--- src/rtl/ddr_to_rgb_pkg.sv ---
`default_nettype none
// ============================================================================
//  Module   : ddr_to_rgb_pkg
//  Brief    : MCB command codes, burst size, frame geometry and read-side FSM states.
//  Revision : 1.0
// ============================================================================
package ddr_to_rgb_pkg;

    typedef enum logic [2:0] {
        MCB_WRITE                = 3'b000,
        MCB_READ                 = 3'b001,
        MCB_WRITE_AUTO_PRECHARGE = 3'b010,
        MCB_READ_AUTO_PRECHARGE  = 3'b011
    } mcb_instr_e;

    localparam int MCB_BURST_WORDS     = 64;
    localparam int H_ACTIVE            = 640;
    localparam int V_ACTIVE            = 480;
    localparam int BYTES_PER_PIXEL     = 4;
    localparam int FRAME_BYTES_DEFAULT = H_ACTIVE * V_ACTIVE * BYTES_PER_PIXEL;

    typedef enum logic [2:0] {
        ST_WAIT_CALIB = 3'd0,
        ST_WAIT_SPACE = 3'd1,
        ST_READ_CMD   = 3'd2,
        ST_READ_DATA  = 3'd3,
        ST_ADVANCE    = 3'd4
    } state_e;

endpackage
`default_nettype wire

--- src/rtl/ddr_to_rgb.sv ---
`default_nettype none
// ============================================================================
//  Module   : ddr_to_rgb
//  Brief    : Cyclic frame-buffer read-back over MCB port 1, unpacking words into pixels.
//  Revision : 1.0
// ============================================================================
module ddr_to_rgb
    import ddr_to_rgb_pkg::*;
#(
    parameter int          RGB_WIDTH        = 24,
    parameter int          DATA_COUNT_WIDTH = 11,
    parameter int          FIFO_DEPTH       = 2048,
    parameter int          BURST_WORDS      = MCB_BURST_WORDS,
    parameter logic [29:0] BASE_ADDR        = 30'h0,
    parameter int          FRAME_BYTES      = FRAME_BYTES_DEFAULT
) (
    input  logic                        clk,
    input  logic                        rst,
    input  logic                        c3_calib_done,
    output logic                        c3_p1_cmd_en,
    output logic [2:0]                  c3_p1_cmd_instr,
    output logic [5:0]                  c3_p1_cmd_bl,
    output logic [29:0]                 c3_p1_cmd_byte_addr,
    input  logic                        c3_p1_cmd_empty,
    input  logic                        c3_p1_cmd_full,
    output logic                        c3_p1_rd_en,
    input  logic [31:0]                 c3_p1_rd_data,
    input  logic                        c3_p1_rd_empty,
    input  logic                        c3_p1_rd_full,
    input  logic [6:0]                  c3_p1_rd_count,
    input  logic                        c3_p1_rd_overflow,
    input  logic                        c3_p1_rd_error,
    output logic [RGB_WIDTH-1:0]        fifo_data_in,
    output logic                        fifo_write_enable,
    input  logic [DATA_COUNT_WIDTH-1:0] fifo_wr_data_count,
    input  logic                        fifo_full,
    output logic                        frame_done,
    output logic                        error,
    output logic [7:0]                  led
);

    localparam logic [30:0] C_BURST_BYTES = 31'(BURST_WORDS * 4);
    localparam logic [30:0] C_FRAME_END   = {1'b0, BASE_ADDR} + 31'(FRAME_BYTES);
    localparam logic [31:0] C_SPACE_LIMIT = 32'(FIFO_DEPTH - BURST_WORDS);
    localparam logic [6:0]  C_BURST_FULL  = 7'(BURST_WORDS);
    localparam logic [6:0]  C_BURST_LAST  = 7'(BURST_WORDS - 1);
    localparam logic [5:0]  C_CMD_BL      = 6'(BURST_WORDS - 1);

    state_e      r_state;
    logic [29:0] r_addr_ptr;
    logic [6:0]  r_word_cnt;
    logic [2:0]  r_frame_cnt;
    logic        r_error;

    logic        w_rd_en;
    logic [30:0] w_next_addr;
    logic        w_unused;

    // Pop only while a burst is in flight and the pixel FIFO can take the word.
    assign w_rd_en = (r_state == ST_READ_DATA) && !c3_p1_rd_empty && !fifo_full
                     && (r_word_cnt != C_BURST_FULL);
    assign w_next_addr = {1'b0, r_addr_ptr} + C_BURST_BYTES;

    assign c3_p1_rd_en = w_rd_en;
    assign error       = r_error;
    assign led         = {r_error, c3_calib_done, 3'(r_state), r_frame_cnt};

    assign w_unused = ^{c3_p1_cmd_empty, c3_p1_rd_full, c3_p1_rd_count,
                        c3_p1_rd_data[31:RGB_WIDTH]};

    always_ff @(posedge clk or negedge rst) begin
        if (!rst) begin
            r_state             <= ST_WAIT_CALIB;
            r_addr_ptr          <= BASE_ADDR;
            r_word_cnt          <= '0;
            r_frame_cnt         <= '0;
            r_error             <= 1'b0;
            c3_p1_cmd_en        <= 1'b0;
            c3_p1_cmd_instr     <= '0;
            c3_p1_cmd_bl        <= '0;
            c3_p1_cmd_byte_addr <= '0;
            fifo_data_in        <= '0;
            fifo_write_enable   <= 1'b0;
            frame_done          <= 1'b0;
        end else begin
            c3_p1_cmd_en      <= 1'b0;
            fifo_write_enable <= 1'b0;
            frame_done        <= 1'b0;
            if (c3_p1_rd_overflow || c3_p1_rd_error) begin
                r_error <= 1'b1;
            end
            case (r_state)
                ST_WAIT_CALIB: begin
                    if (c3_calib_done) begin
                        r_state <= ST_WAIT_SPACE;
                    end
                end
                ST_WAIT_SPACE: begin
                    if (32'(fifo_wr_data_count) <= C_SPACE_LIMIT) begin
                        r_state <= ST_READ_CMD;
                    end
                end
                ST_READ_CMD: begin
                    if (!c3_p1_cmd_full) begin
                        c3_p1_cmd_en        <= 1'b1;
                        c3_p1_cmd_instr     <= MCB_READ_AUTO_PRECHARGE;
                        c3_p1_cmd_bl        <= C_CMD_BL;
                        c3_p1_cmd_byte_addr <= r_addr_ptr;
                        r_state             <= ST_READ_DATA;
                    end
                end
                ST_READ_DATA: begin
                    if (w_rd_en) begin
                        fifo_data_in      <= c3_p1_rd_data[RGB_WIDTH-1:0];
                        fifo_write_enable <= 1'b1;
                        if (r_word_cnt == C_BURST_LAST) begin
                            r_word_cnt <= '0;
                            r_state    <= ST_ADVANCE;
                        end else begin
                            r_word_cnt <= r_word_cnt + 7'd1;
                        end
                    end
                end
                ST_ADVANCE: begin
                    if (w_next_addr >= C_FRAME_END) begin
                        r_addr_ptr  <= BASE_ADDR;
                        frame_done  <= 1'b1;
                        r_frame_cnt <= r_frame_cnt + 3'd1;
                    end else begin
                        r_addr_ptr <= w_next_addr[29:0];
                    end
                    r_state <= ST_WAIT_SPACE;
                end
                default: r_state <= ST_WAIT_CALIB;
            endcase
        end
    end

endmodule
`default_nettype wire

--- config.mk ---
export PLATFORM = sky130hd
export DESIGN_NAME = ddr_to_rgb
export DESIGN_NICKNAME = d
export VERILOG_FILES = /design/src/rtl/ddr_to_rgb_pkg.sv /design/src/rtl/ddr_to_rgb.sv
export SDC_FILE = /design/constraint.sdc
export NUM_CORES = 1
export LEC_CHECK = 0
export CORE_MARGIN = 2
export CORE_UTILIZATION = 42
export DETAILED_ROUTE_END_ITERATION = 16
export HOLD_SLACK_MARGIN = 0.05
export PLACE_DENSITY = 0.77
export REMOVE_ABC_BUFFERS = 1
export SETUP_SLACK_MARGIN = 0.5
export SYNTH_ARGS = -nofsm -noshare
export SYNTH_HDL_FRONTEND = slang
export SYNTH_SLANG_ARGS = --single-unit
--- constraint.sdc ---
create_clock -name clk -period 2.9 [get_ports clk]
set_input_delay 0.58 -clock clk [delete_from_list [all_inputs] [get_ports clk]]
set_output_delay 0.58 -clock clk [all_outputs]
set_load 0.02 [all_outputs]
Word-level counts from Yosys, hierarchy flattened:

Cells that the tools add are included.

* add/subtract/negate cells: 3
* $lt $le $gt $ge: 2
* equal/unequal tests: 11
* multiplexer cells: 14
* bitwise logic cells: 1
* reduce and logical (&&, ||, !) cells: 11

Operators with widths (count)
* 30-bit by 9-bit adder with 31-bit output, second input constant: 1
* 31-bit by 21-bit greater-or-equal comparator with 1-bit output, second input constant: 1
* 30-bit 2-to-1 mux: 1
* 3-bit 2-to-1 mux: 5
* 3-bit one-hot mux with 5 select lines: 1
* 11-bit <= comparator, second input constant: 1
* 2-bit inequality test, second input constant: 4
* 7-bit by 1-bit adder with 7-bit output, second input constant: 1
* 7-bit by 6-bit == test with 1-bit output, second input constant: 1
* 7-bit 2-to-1 mux: 1
* 7-bit inequality test, second input constant: 1
* 3-bit by 2-bit == test with 1-bit output, second input constant: 2
* 1-bit 2-to-1 mux: 6
* 2-bit AND reduction: 3
* 5-bit AND reduction: 1
* 3-bit by 1-bit adder with 3-bit output, second input constant: 1
* 3-bit by 1-bit == test with 1-bit output, second input constant: 1
* 3-bit == test, second input constant: 1
* 1-bit logical AND: 3
* 3-bit zero test: 1
* 1-bit zero test: 2
* 2-bit by 1-bit inequality test with 1-bit output, second input constant: 1
* 1-bit logical OR: 1
* 1-bit NOT: 1

* register bits after elaboration: 103
* input bits: 60
* output and inout bits: 76
* logic and storage cells: 54

Depth between registers and ports, before layout:

Gate-level depths: netlist of run 1.

* word-level depth: 6
* mapped depth: 10
* gate-level depth less buffers: 8

Least setup slack after synthesis of run 1:

OpenSTA, ideal clock, no wires.

* kind: register -> register
* start: register r_addr_ptr[8]
* end: register r_frame_cnt[1]
* library setup time: 0.125 ns
* arrival: 3.017 ns
* data required time: 2.775 ns
* slack: -0.242 ns
* cell stages (with the launch flop): 10
* path buffers: 1
* period minus slack after synthesis: 3.142 ns
* cell sequence: dfrtp_1 -> ha_1 -> nand3_1 -> or3_1 -> or4b_1 -> a211oi_1 -> or4b_1 -> buf_2 -> o21ai_2 -> mux2_2

* cells in the longest elaborated chain, start to end: 3

Ends and longest elaborated chain
* start, declared: RTL line ddr_to_rgb.sv:50 `logic [29:0] r_addr_ptr;`
* start signal, assigned: RTL line ddr_to_rgb.sv:130 `r_addr_ptr <= w_next_addr[29:0];`
* 30-bit by 9-bit adder with 31-bit output: RTL line ddr_to_rgb.sv:62 `assign w_next_addr = {1'b0, r_addr_ptr} + C_BURST_BYTES;`
* 31-bit by 21-bit greater-or-equal comparator with 1-bit output: RTL line ddr_to_rgb.sv:125 `if (w_next_addr >= C_FRAME_END) begin`
* 2-bit AND reduction (no source line)
* end signal, assigned: RTL line ddr_to_rgb.sv:128 `r_frame_cnt <= r_frame_cnt + 3'd1;`
* end, declared: RTL line ddr_to_rgb.sv:52 `logic [2:0] r_frame_cnt;`

Every way passes these cells.
A chain may end at the register's enable or synchronous reset.

Worst setup path after layout of run 1:

* start: register r_addr_ptr[9]
* end: register r_addr_ptr[19]

* cells in the longest elaborated chain, start to end: 3

Ends and longest elaborated chain (RTL line)
* 30-bit by 9-bit adder with 31-bit output (*): ddr_to_rgb.sv:62
* 31-bit by 21-bit greater-or-equal comparator with 1-bit output: ddr_to_rgb.sv:125
* 30-bit 2-to-1 mux (*): ddr_to_rgb.sv:125

Mark *: on every way between the ends. The rest lies on a longest branch, timed or not.

==> qor.yml, run 1 <==
synth_ff_type: "dfrtp_1"
grtUsageTotal: 0.196
start_kind: "flip-flop"
status: "finished, final reports clean"
hold_buffers: 0
nets: 550
setup_tns_ns: 0
drt_iter0_drc: 197
p_leak_nw: 2.54
crit_type: "reg -> reg"
synth_top_area_cell: "dfrtp_1"
ys_types: 52
routed_wl_um: 9810
ant_nets: 0
synth_top_area_frac: 0.527
slew_headroom: 0.528
arrival_ns: 3.19
wl_per_cell_um: 15.8
whs_ns: 0.268
globalplace.congestion: 0.982
portBuffers: 109
htree_levels: 3
seq_area_frac_synth: 0.527
grt_first_pass_wirelength_um: 16200
end_kind: "flip-flop"
die_w_um: 103
ys_async_sr_fraction: 1.00
required_ns: 3.20
clockBufferDepth: 2
rows: 35
synth-seq-cells: 86
antenna_cells: 0
synth_edf_count: 0
power.density_nw_per_um2: 603
min_period_ns: 2.89
clk_pin_slew_ns: 0.10
worstRegToRegCells: 10
cts_buffers: 9
hold_violations: 0
dr.pass1.iters: 4
die_area_um2: 10500
netlist_instances: 353
grt_overflow: 0
vias: 3283
viasPerCell: 5.30
syn-cell-area_um2: 4080
rsz0062_at_grt: "true"
crit_chain: "ha_2 -> nand3_2 -> or3_4 -> or4b_4 -> a211oi_2 -> or4b_4 -> buf_8 -> buf_6 -> a211oi_2 -> a21o_1"
cts.sinks: 86
netlist_top_cells_area: "dfrtp_1 53%, mux2_2 13%, buf_4 3.3%, nand2_1 1.7%, and2_1 1.5%"
dp.cells: 602
grt_max_degree: 57
core-area_um2: 9330
fin_util: 0.620
ctsRootBufferMaster: "clkbuf_8"
setup_violations: 0
r2r-start: "r_addr_ptr[9]"
power_mw: 3.49
syn_to_final_growth_pct: 41.7
cts_tree: "yes"
clk_latency_ns: 0.36
drcViolationCount: 0
final_max_slew_viol_count: 0
cpPeakStageDelay_ns: 0.53
grt_pass1_vias: 3403
dp_hpwl_um: 6980
use_met2: 0.326
fin_skew_ns: 0.0167
drive_gt1_frac: 0.277
max_freq_mhz: 346
use_met1: 0.241
tightestPinTransition_ns: 0.707
critical_path.top_delay_family: "simple AND/OR/NAND/NOR gates"
avgSynthCellArea_um2: 11.6
grt_antenna_before_repair: 0
finalNonFillerCells: 620
grt_util_met3: 0.0624
grt.busiest_layer: "met2"
ys.warnings.count: 0
finalCritPeriodShare: 0.997
cap_viol_max_count: 0
vdd_drop_max_mv: 0.539
crit_buf_inv: 2
path_max_fanout: 6
rrSetupSlack_ns: 0.009
die_height_um: 103
initial_core_util: 0.438
critPathSlowestCell: "or4b_4"
io_pins: 136
hold_path.class: "in -> async"
r2r-end: "r_addr_ptr[19]"
[through the flow]
step                      cell area [um^2]  worst slack [ns]
after CTS                             5760            0.0505
after global routing                  5790           -0.0809
final                                 5790           0.00908
after floorplan                       3900            -0.646
after global placement                5480           -0.0968
after detailed placement              5480            -0.105
[worst reg2reg max path: stages (launching register included)]
cell and delay [ns]:
dfrtp_1 0.37, ha_2 0.20, nand3_2 0.09, or3_4 0.43, or4b_4 0.49, a211oi_2 0.17
or4b_4 0.53, buf_8 0.17, buf_6 0.13, a211oi_2 0.14, a21o_1 0.11
[how the worst max path moves through the flow]
| stage | slack (ns) | startpoint | cells past startpoint | to |
|---|---|---|---|---|
| after global routing | -0.08 | r_addr_ptr[8] | 10 | r_addr_ptr[11] |
| after CTS | 0.05 | r_addr_ptr[8] | 10 | r_addr_ptr[11] |
| after global placement | -0.1 | r_addr_ptr[8] | 10 | r_addr_ptr[18] |
| after detailed placement | -0.10 | r_addr_ptr[9] | 10 | r_addr_ptr[20] |
| final | 0.009 | r_addr_ptr[9] | 10 | r_addr_ptr[19] |
| after floorplan | -0.65 | r_state[1] | 3 | c3_p1_cmd_byte_addr[10] |
[registers in the layout, summed over array words and instances (netlist names), 3 cells and up]
register / flops
r_frame_cnt: 3
r_state: 3
r_addr_ptr: 22
fifo_data_in: 24
c3_p1_cmd_byte_addr: 22
r_word_cnt: 7
[area by class of cell]
class	count	area, um^2
Inverter	9	33.8
Tap cell	129	161
Clock buffer	9	124
Multi-Input combinational cell	230	1830
Fill cell	728	3540
Timing Repair Buffer	150	1430
Clock inverter	7	56.3
Sequential cell	86	2150
[routing by layer]
layer,vias to the layer above,routed length (um)
met5,-,0
met4,0,146
met3,15,758
met2,117,4920
met1,1618,3980
li1,1533,-
[power by group]
group	leakage, nW	internal (mW)	total [mW]	switching, mW
Sequential	1.12	1.41	1.57	0.160
Combinational	1.33	0.592	1.12	0.530
Clock	0.0906	0.322	0.793	0.471
[cells in the mapped netlist, drive strengths merged (2+ instances only)]
master	n
dfrtp	86
mux2	47
buf	24
nand2	19
nor2	17
clkbuf	12
o21ai	12
and2	10
inv	9
nand4	9
or3	9
a211oi	8
o31ai	8
and3	7
nor3	7
nor4	7
a32o	6
nand3	6
xnor2	6
a31oi	5
a21o	4
ha	4
a21oi	2
and4	2
nor2b	2
o2111ai	2
o41ai	2
or2	2
or4b	2
xor2	2
[logic make-up after synthesis]
kind of cell	after synthesis	synth area share
simple gates	103	0.139
flops	86	0.527
compound gates	59	0.113
mux	47	0.130
buf+inv	45	0.0613
xor+xnor	8	0.0172
fa+ha+maj	4	0.0123
other cells	1	0.000919
[layout by cell type (no fill, tap or decap), types with 7 or more instances in the layout]
cell type        instances
nand2_1                 19
buf_4                   35
conb_1                   9
mux2_2                  47
and3_1                   7
nor2_1                  16
and2_1                  10
or3_1                    8
inv_1                    8
clkbuf_8                 9
o21ai_0                 11
dfrtp_1                 86
clkdlybuf4s50_1        107
nand4_1                  9
[repair_timing]
| item | 4_1_cts | 5_1_grt |
|---|---|---|
| buffers inserted | 2 | 0 |
| gates cloned | 0 | 0 |
| hold endpoints to repair | 0 | 0 |
| gates resized for setup | 23 | 8 |
| setup endpoints to repair | 18 | 19 |
| pin swaps | 2 | 7 |
(Power assumes the default switching activity.)
==> run 2: changes to the inputs <==
Settings changed: CTS_CLUSTER_DIAMETER set to 200.
==> results of run 2 <==
No change in the layout: final DEF, timing and power equal those of run 1.
